==> src/rtl/ntt_ctrl.sv <==
// ntt_ctrl: address and control sequencer for an in-place iterative Kyber NTT.
// Walks 7 layers x 128 butterflies over a 256-entry coefficient RAM. It issues
// dual-port read addresses and a zeta-ROM index, then delays the read strobe
// to form the butterfly valid and the write-back enable and addresses.
//
// Optional feature macro: NTT_INVERSE_EN
//   Adds the inv_i and bf_gs_o ports and the Gentleman-Sande (inverse) ordering.
//
// Ports:
//   clk, rst_n      clock, asynchronous active-low reset
//   start_i         begin a transform (sampled only while idle)
//   inv_i           inverse order select, sampled with start_i (NTT_INVERSE_EN only)
//   bf_gs_o         latched inverse select, low while idle (NTT_INVERSE_EN only)
//   busy_o          transform in progress (issue and drain phases)
//   done_o          one-cycle pulse after the final write-back
//   layer_o         current layer 0..6
//   rd_en_o         butterfly read issued this cycle
//   rd_addr_a_o/b_o read addresses j and j+len
//   zeta_idx_o      zeta ROM index, aligned with rd_en_o
//   bf_valid_o      rd_en_o delayed by RD_LAT
//   wr_en_o         rd_en_o delayed by RD_LAT+BF_LAT
//   wr_addr_a_o/b_o read addresses delayed by RD_LAT+BF_LAT
module ntt_ctrl #(
    parameter int unsigned RD_LAT = 1,
    parameter int unsigned BF_LAT = 3
) (
    input  logic       clk,
    input  logic       rst_n,
    input  logic       start_i,
`ifdef NTT_INVERSE_EN
    input  logic       inv_i,
    output logic       bf_gs_o,
`endif
    output logic       busy_o,
    output logic       done_o,
    output logic [2:0] layer_o,
    output logic       rd_en_o,
    output logic [7:0] rd_addr_a_o,
    output logic [7:0] rd_addr_b_o,
    output logic [6:0] zeta_idx_o,
    output logic       bf_valid_o,
    output logic       wr_en_o,
    output logic [7:0] wr_addr_a_o,
    output logic [7:0] wr_addr_b_o
);

    localparam int unsigned Lat       = RD_LAT + BF_LAT;
    localparam logic [3:0]  DrainLast = 4'(Lat - 1);

    localparam logic [1:0] StIdle  = 2'd0;
    localparam logic [1:0] StIssue = 2'd1;
    localparam logic [1:0] StDrain = 2'd2;
    localparam logic [1:0] StDone  = 2'd3;

    logic [1:0] state_q, state_d;
    logic [2:0] layer_q, layer_d;
    logic [6:0] bfly_q, bfly_d;
    logic [3:0] drain_q, drain_d;
    logic       inverse;

`ifdef NTT_INVERSE_EN
    logic inv_q;

    // Direction is captured on the accepting edge and held for the whole transform.
    always_ff @(posedge clk or negedge rst_n) begin
        if (!rst_n) begin
            inv_q <= 1'b0;
        end else if (state_q == StIdle) begin
            inv_q <= start_i & inv_i;
        end
    end

    assign inverse = inv_q;
    assign bf_gs_o = inv_q & (state_q != StIdle);
`else
    assign inverse = 1'b0;
`endif

    always_comb begin
        state_d = state_q;
        layer_d = layer_q;
        bfly_d  = bfly_q;
        drain_d = drain_q;
        case (state_q)
            StIdle: begin
                if (start_i) begin
                    state_d = StIssue;
                    layer_d = 3'd0;
                    bfly_d  = 7'd0;
                end
            end
            StIssue: begin
                bfly_d = bfly_q + 7'd1;
                if (bfly_q == 7'd127) begin
                    state_d = StDrain;
                    drain_d = 4'd0;
                end
            end
            StDrain: begin
                // Wait out the read + butterfly pipeline so every write of this
                // layer lands before the next layer reads.
                drain_d = drain_q + 4'd1;
                if (drain_q == DrainLast) begin
                    drain_d = 4'd0;
                    if (layer_q == 3'd6) begin
                        state_d = StDone;
                    end else begin
                        state_d = StIssue;
                        layer_d = layer_q + 3'd1;
                        bfly_d  = 7'd0;
                    end
                end
            end
            StDone: begin
                state_d = StIdle;
                layer_d = 3'd0;
            end
            default: state_d = StIdle;
        endcase
    end

    always_ff @(posedge clk or negedge rst_n) begin
        if (!rst_n) begin
            state_q <= StIdle;
            layer_q <= 3'd0;
            bfly_q  <= 7'd0;
            drain_q <= 4'd0;
        end else begin
            state_q <= state_d;
            layer_q <= layer_d;
            bfly_q  <= bfly_d;
            drain_q <= drain_d;
        end
    end

    // Address generation. With len = 1 << shamt, j is b with a zero bit inserted
    // at position shamt, i.e. g*2*len + off; the b partner sets that bit (j+len).
    logic [2:0] shamt;
    logic [7:0] b_ext, len, mask, j;
    logic [6:0] grp, zeta;

    assign shamt = inverse ? (layer_q + 3'd1) : (3'd7 - layer_q);
    assign b_ext = {1'b0, bfly_q};
    assign len   = 8'd1 << shamt;
    assign mask  = len - 8'd1;
    assign j     = ((b_ext & ~mask) << 1) | (b_ext & mask);
    assign grp   = bfly_q >> shamt;
    // Forward walks zetas upward from 1<<l; inverse walks down from (128>>l)-1.
    assign zeta  = inverse ? ((7'd127 >> layer_q) - grp) : ((7'd1 << layer_q) + grp);

    assign rd_en_o     = (state_q == StIssue);
    assign rd_addr_a_o = rd_en_o ? j : 8'd0;
    assign rd_addr_b_o = rd_en_o ? (j | len) : 8'd0;
    assign zeta_idx_o  = rd_en_o ? zeta : 7'd0;
    assign busy_o      = (state_q == StIssue) || (state_q == StDrain);
    assign done_o      = (state_q == StDone);
    assign layer_o     = layer_q;

    // Delay line for the read strobe and addresses; runs freely through drain.
    logic [Lat-1:0] vld_q;
    logic [7:0]     wa_q [Lat];
    logic [7:0]     wb_q [Lat];

    always_ff @(posedge clk or negedge rst_n) begin
        if (!rst_n) begin
            vld_q <= '0;
            for (int i = 0; i < int'(Lat); i++) begin
                wa_q[i] <= 8'd0;
                wb_q[i] <= 8'd0;
            end
        end else begin
            vld_q   <= {vld_q[Lat-2:0], rd_en_o};
            wa_q[0] <= rd_addr_a_o;
            wb_q[0] <= rd_addr_b_o;
            for (int i = 1; i < int'(Lat); i++) begin
                wa_q[i] <= wa_q[i-1];
                wb_q[i] <= wb_q[i-1];
            end
        end
    end

    assign bf_valid_o  = vld_q[RD_LAT-1];
    assign wr_en_o     = vld_q[Lat-1];
    assign wr_addr_a_o = wa_q[Lat-1];
    assign wr_addr_b_o = wb_q[Lat-1];

endmodule

==> config.mk <==
export PLATFORM = sky130hd
export DESIGN_NAME = ntt_ctrl
export DESIGN_NICKNAME = d
export VERILOG_FILES = /design/src/rtl/ntt_ctrl.sv
export SDC_FILE = /design/constraint.sdc
export NUM_CORES = 1
export LEC_CHECK = 0
export ABC_AREA = 1
export CAP_MARGIN = 20
export CORE_MARGIN = 1
export CORE_UTILIZATION = 45
export DETAILED_ROUTE_END_ITERATION = 8
export PLACE_DENSITY = 0.7
export SYNTH_ARGS = -nofsm -noshare
export SYNTH_HDL_FRONTEND = slang
export SYNTH_SLANG_ARGS = --single-unit
==> constraint.sdc <==
create_clock -name clk -period 2.3 [get_ports clk]
set_clock_uncertainty 0.05 [all_clocks]
set_input_delay 0.46 -clock clk [delete_from_list [all_inputs] [get_ports clk]]
set_output_delay 0.46 -clock clk [all_outputs]
set_load 0.05 [all_outputs]
* After elaboration in Yosys (flattened, before gate mapping) *
Cells that the tools add are included.

word-level totals
  bits in registers = 84
  bits of input ports = 3
  output and inout bits = 47
  word-level logic and storage cells = 65

cells by class
  add/sub/neg operators = 6
  eq/ne operators = 10
  shift operators = 3
  mux-type cells = 19
  bitwise gates (word level) = 5
  reduce and logical (&&, ||, !) cells = 9

operators by type and width
  kind                 number
  $mux 7               4
  $pmux 7 s3           1
  $mux 8               2
  $or 8x8->8           2
  $mux 3               3
  $pmux 3 s3           1
  $and 7x8->8          1
  $mux 2               4
  $mux 4               2
  $pmux 2 s4           1
  $pmux 4 s2           1
  $reduce_and 4->1     2
  $shl 1x3->8 const A  1
  $sub 8x1->8 const B  1
  $add 7x1->7 const B  1
  $add 7x7->7          1
  $and 7x7->7          1
  $eq 7x7->1 const B   1
  $not 7->7            1
  $shl 1x3->7 const A  1
  $shr 7x3->7          1
  $ne 2x2->1 const B   3
  $reduce_bool 3->1    2
  $add 4x1->4 const B  1
  other kinds (12)     13

* Logic depth before layout (Yosys ltp) *
  depth after elaboration = 8
  mapped depth = 14
  mapped depth without buffers = 14

* Least setup slack after synthesis *
Ideal clock, no wire load.

  path kind = flip-flop to output port
  from = register layer_q[1], in the netlist layer_o[1]
  to = output zeta_idx_o[6]
  data arrival time = 2.915 ns
  required time = 1.790 ns
  slack = -1.125 ns
  cell stages (with the launch flop) = 12
  buffers on the path = 0
  cells stage by stage = dfrtp_1 > inv_1 > ha_1 > inv_1 > nor2_1 > ha_1 > fa_1 > nand4_1 > o211ai_1 > nand2_1 > nand2_1 > nor2_1

between the ends
  word-level cells in the longest chain between the ends = 4
  elaborated cells between the ends (all ways) = 5
  classes of those cells = add/sub: 2; shift: 2; mux: 1

ends and longest elaborated chain
  element                 RTL line  source
  start, declared         56        logic [2:0] layer_q, layer_d;
  start signal, assigned  130       layer_q <= layer_d;
  $sub 3x3->3             142       assign shamt = inverse ? (layer_q + 3'd1) : (3'd7 - layer_q);
  $shr 7x3->7             147       assign grp = bfly_q >> shamt;
  $add 7x7->7 (*)         149       assign zeta = inverse ? ((7'd127 >> layer_q) - grp) : ((7'd1 << layer_q) + grp);
  $mux 7 (*)              154       assign zeta_idx_o = rd_en_o ? zeta : 7'd0;
  end, declared           40        output logic [6:0] zeta_idx_o,

Every way passes the cells marked *; elsewhere a longest branch is shown, timed or not.

* Final worst setup path *
  from = register layer_q[0], in the netlist layer_o[0]
  to = output zeta_idx_o[6]

The elaborated chain is that of the path after synthesis.

==> impl_metrics.tcl <==
set metrics [dict create \
    status "finished, violations left" \
    violations "negative setup slack" \
    power_density_nw_per_um2 885.9 \
    crit_buf_inv 2 \
    synth_warnings 0 \
    synth_edf_count 0 \
    ant_nets 0 \
    grt_first_pass_wirelength_mm 12.92 \
    synthMuxAreaShare_pct 0 \
    fin_crit_ns 3.104 \
    synth_top_family_by_area "simple AND/OR/NAND/NOR gates" \
    grt_usage_pct 20.42 \
    drv_cap 0 \
    rows 32 \
    cts-root-buf "clkbuf_8" \
    power_mw 4.832 \
    synth_ff_type "dfrtp_1" \
    ys_ff_latch 84 \
    peakVddDrop_v 0.0006879 \
    worst_slew_margin_rel_pct 65.96 \
    cts.hold.buffers_added 0 \
    tightestPinTransition_ns 0.5107 \
    ys_seq_area_share_pct 58.29 \
    gr-total-overflow 0 \
    setup-violations-final 23 \
    crit_slowest_cell "dfrtp_4" \
    cp.arrival_ns 2.59 \
    synthesis.area_um2 3606 \
    synth-simple-area-share_pct 16.38 \
    reg2reg_slack_ns 0.10 \
    initial_core_util_pct 46.66 \
    avgRoutedWirePerCell_um 13.30 \
    cpPeakStageDelay_ns 0.48 \
    synthCells 366 \
    die_area_um2 8375 \
    cts_made_buffers 9 \
    syn-num-nets 389 \
    gp_congestion 0.9154 \
    netlist.area_leader.share_pct 58.29 \
    cp_max_fo 7 \
    first_pass_iters 4 \
    clk_pin_slew_ns 0.10 \
    drv_slew 0 \
    whs_ns 0.01065 \
    antenna_found_initial 0 \
    cp-start-kind "register" \
    vias_per_cell 4.788 \
    path_cells "buf_6 -> nand2_4 -> o21ai_2 -> nor2_1 -> a31oi_1 -> o21ai_1 -> ha_2 -> fa_2 -> nand4_1 -> o211ai_1 -> nand2_1 -> nand2_2 -> nor2_4 -> buf_12" \
    htreeDepth 3 \
    final_common_cell "dfrtp_1" \
    clockBufferDepth 2 \
    fin_crit_sh_pct 135.0 \
    yosys.area.top_type "dfrtp_1" \
    maxClockFrequency_ghz 0.3222 \
    fin_ws_ns -0.8039 \
    grt_pass1_vias 2756 \
    drt_wl_total_mm 7.645 \
    antenna_cells 0 \
    synth_compound_area_share_pct 8.223 \
    synth_area_leaders "dfrtp_1 (58%), nand2_1 (8.5%), ha_1 (6.6%)" \
    drc 0 \
    core_area_um2 7727 \
    placed_area_um2 5044 \
    fin_nets 491 \
    utilization_pct 70.58 \
    final_cell_mix "dfrtp_1 (81), buf_4 (68), nand2_1 (65), buf_12 (25), inv_1 (21)" \
    worstPathRequired_ns 1.79 \
    area_growth_pct 51.25 \
    hold_viol_final 0 \
    critPathKind "register to primary output" \
    fp.dieH_um 91.52 \
    place_ws_ns -0.4055 \
    fin_cells 575 \
    hold_class "primary input to async pin" \
    dpl.cell_count 549 \
    drive_gt1_share_pct 42.28 \
    setup_tns_ns -13.00 \
    cts_tree "built" \
    initialDrtViolationCount 100 \
    async_flop_share_pct 100.0 \
    port_buffers 49 \
    num_vias 2753 \
    dp_hpwl_mm 5.512 \
    synthXorXnorAreaFrac_pct 1.943 \
    rsz0062_at_grt "yes" \
    endpoint_kind "primary output" \
    syn_area_per_cell_um2 9.852 \
    yosys.area_share.adder_pct 7.148 \
    pin_count 50 \
    die_x_um 91.52 \
    power.leakage_nw 2.604 \
    grt_max_degree 43 \
    clk-insertion-delay-late_ns 0.36 \
    cts.sink_count 84 \
    final_cell_area_um2 5454 \
    path_delay_family "adder cells" \
    synth.distinct_cells 31 \
]
==> registers in the layout, summed over array words and instances (netlist names) <==
name and flops:
wa_q 24, wb_q 24, wr_addr_a_o 8, wr_addr_b_o 8
bfly_q 7, drain_q 4, vld_q 4, layer_o 3
state_q 2
==> Yosys cell counts (2+ instances only) <==
master,n
buf_4,16
clkbuf_2,2
inv_1,33
clkbuf_1,2
nand2_1,82
a31oi_1,2
dfrtp_1,84
nand4_1,3
a21oi_1,18
inv_2,2
ha_1,19
nor3_1,2
buf_2,4
xor2_1,7
nand3_1,18
o211ai_1,2
o21ai_0,30
nor2_1,25
or2_2,3
==> report_power, final <==
part / internal, mW / switching (mW)
Clock: 0.532 / 0.589
Combinational: 0.727 / 1.22
Sequential: 1.66 / 0.100
Total: 2.92 / 1.91
==> path summary, 6_finish.rpt <==
path                            start       endpoint  cells past startpoint
setup reg to reg           layer_o[0]       wa_q[28]                     13
min in group clk             wb_q[26]       wb_q[18]                      0
max in group asynchronous       rst_n        wa_q[8]                      2
hold / removal                  rst_n       wa_q[21]                      1
hold reg to reg              wb_q[26]       wb_q[18]                      0
setup / recovery           layer_o[0]  zeta_idx_o[6]                     14
==> worst register-to-register path: cells and delay by family (launching register included) <==
kind	cells	cell delay, ns
adders and majority gates	3	0.49
buffers and inverters	4	0.51
DFF	1	0.53
and+or+nand+nor	6	0.53
==> cell families after synthesis <==
logic type	Yosys count
AOI/OAI and AO/OA	56
xor gates and xnor gates	8
adders and majority gates	20
buffers and inverters	59
DFF	84
and+or+nand+nor	139
==> area by class of cell <==
type	count	area (µm²)
clock buffers	9	123.9
clock inverters	7	87.58
fillers	546	2273
inverters	35	162.7
multi-input cells	223	1609
flip-flops and latches	84	2111
well taps	102	127.6
repair buffers	115	1232
==> layer usage <==
| metal | routed length (µm) | up-vias | GRT usage, % |
|---|---|---|---|
| met4 | 145 | 0 | 8.862 |
| met5 | 0 | - | 0 |
| met1 | 3340 | 1312 | 25.17 |
| met2 | 3859 | 65 | 34.21 |
| met3 | 299 | 14 | 4.774 |
| li1 | - | 1362 | - |
==> repair_timing <==
action,CTS,global route
buffers inserted,8,2
gates resized for setup,27,5
pin swaps,13,1
setup endpoints to repair,24,24
hold endpoints to repair,0,0
Note: power is estimated with default switching activity, not from simulation.
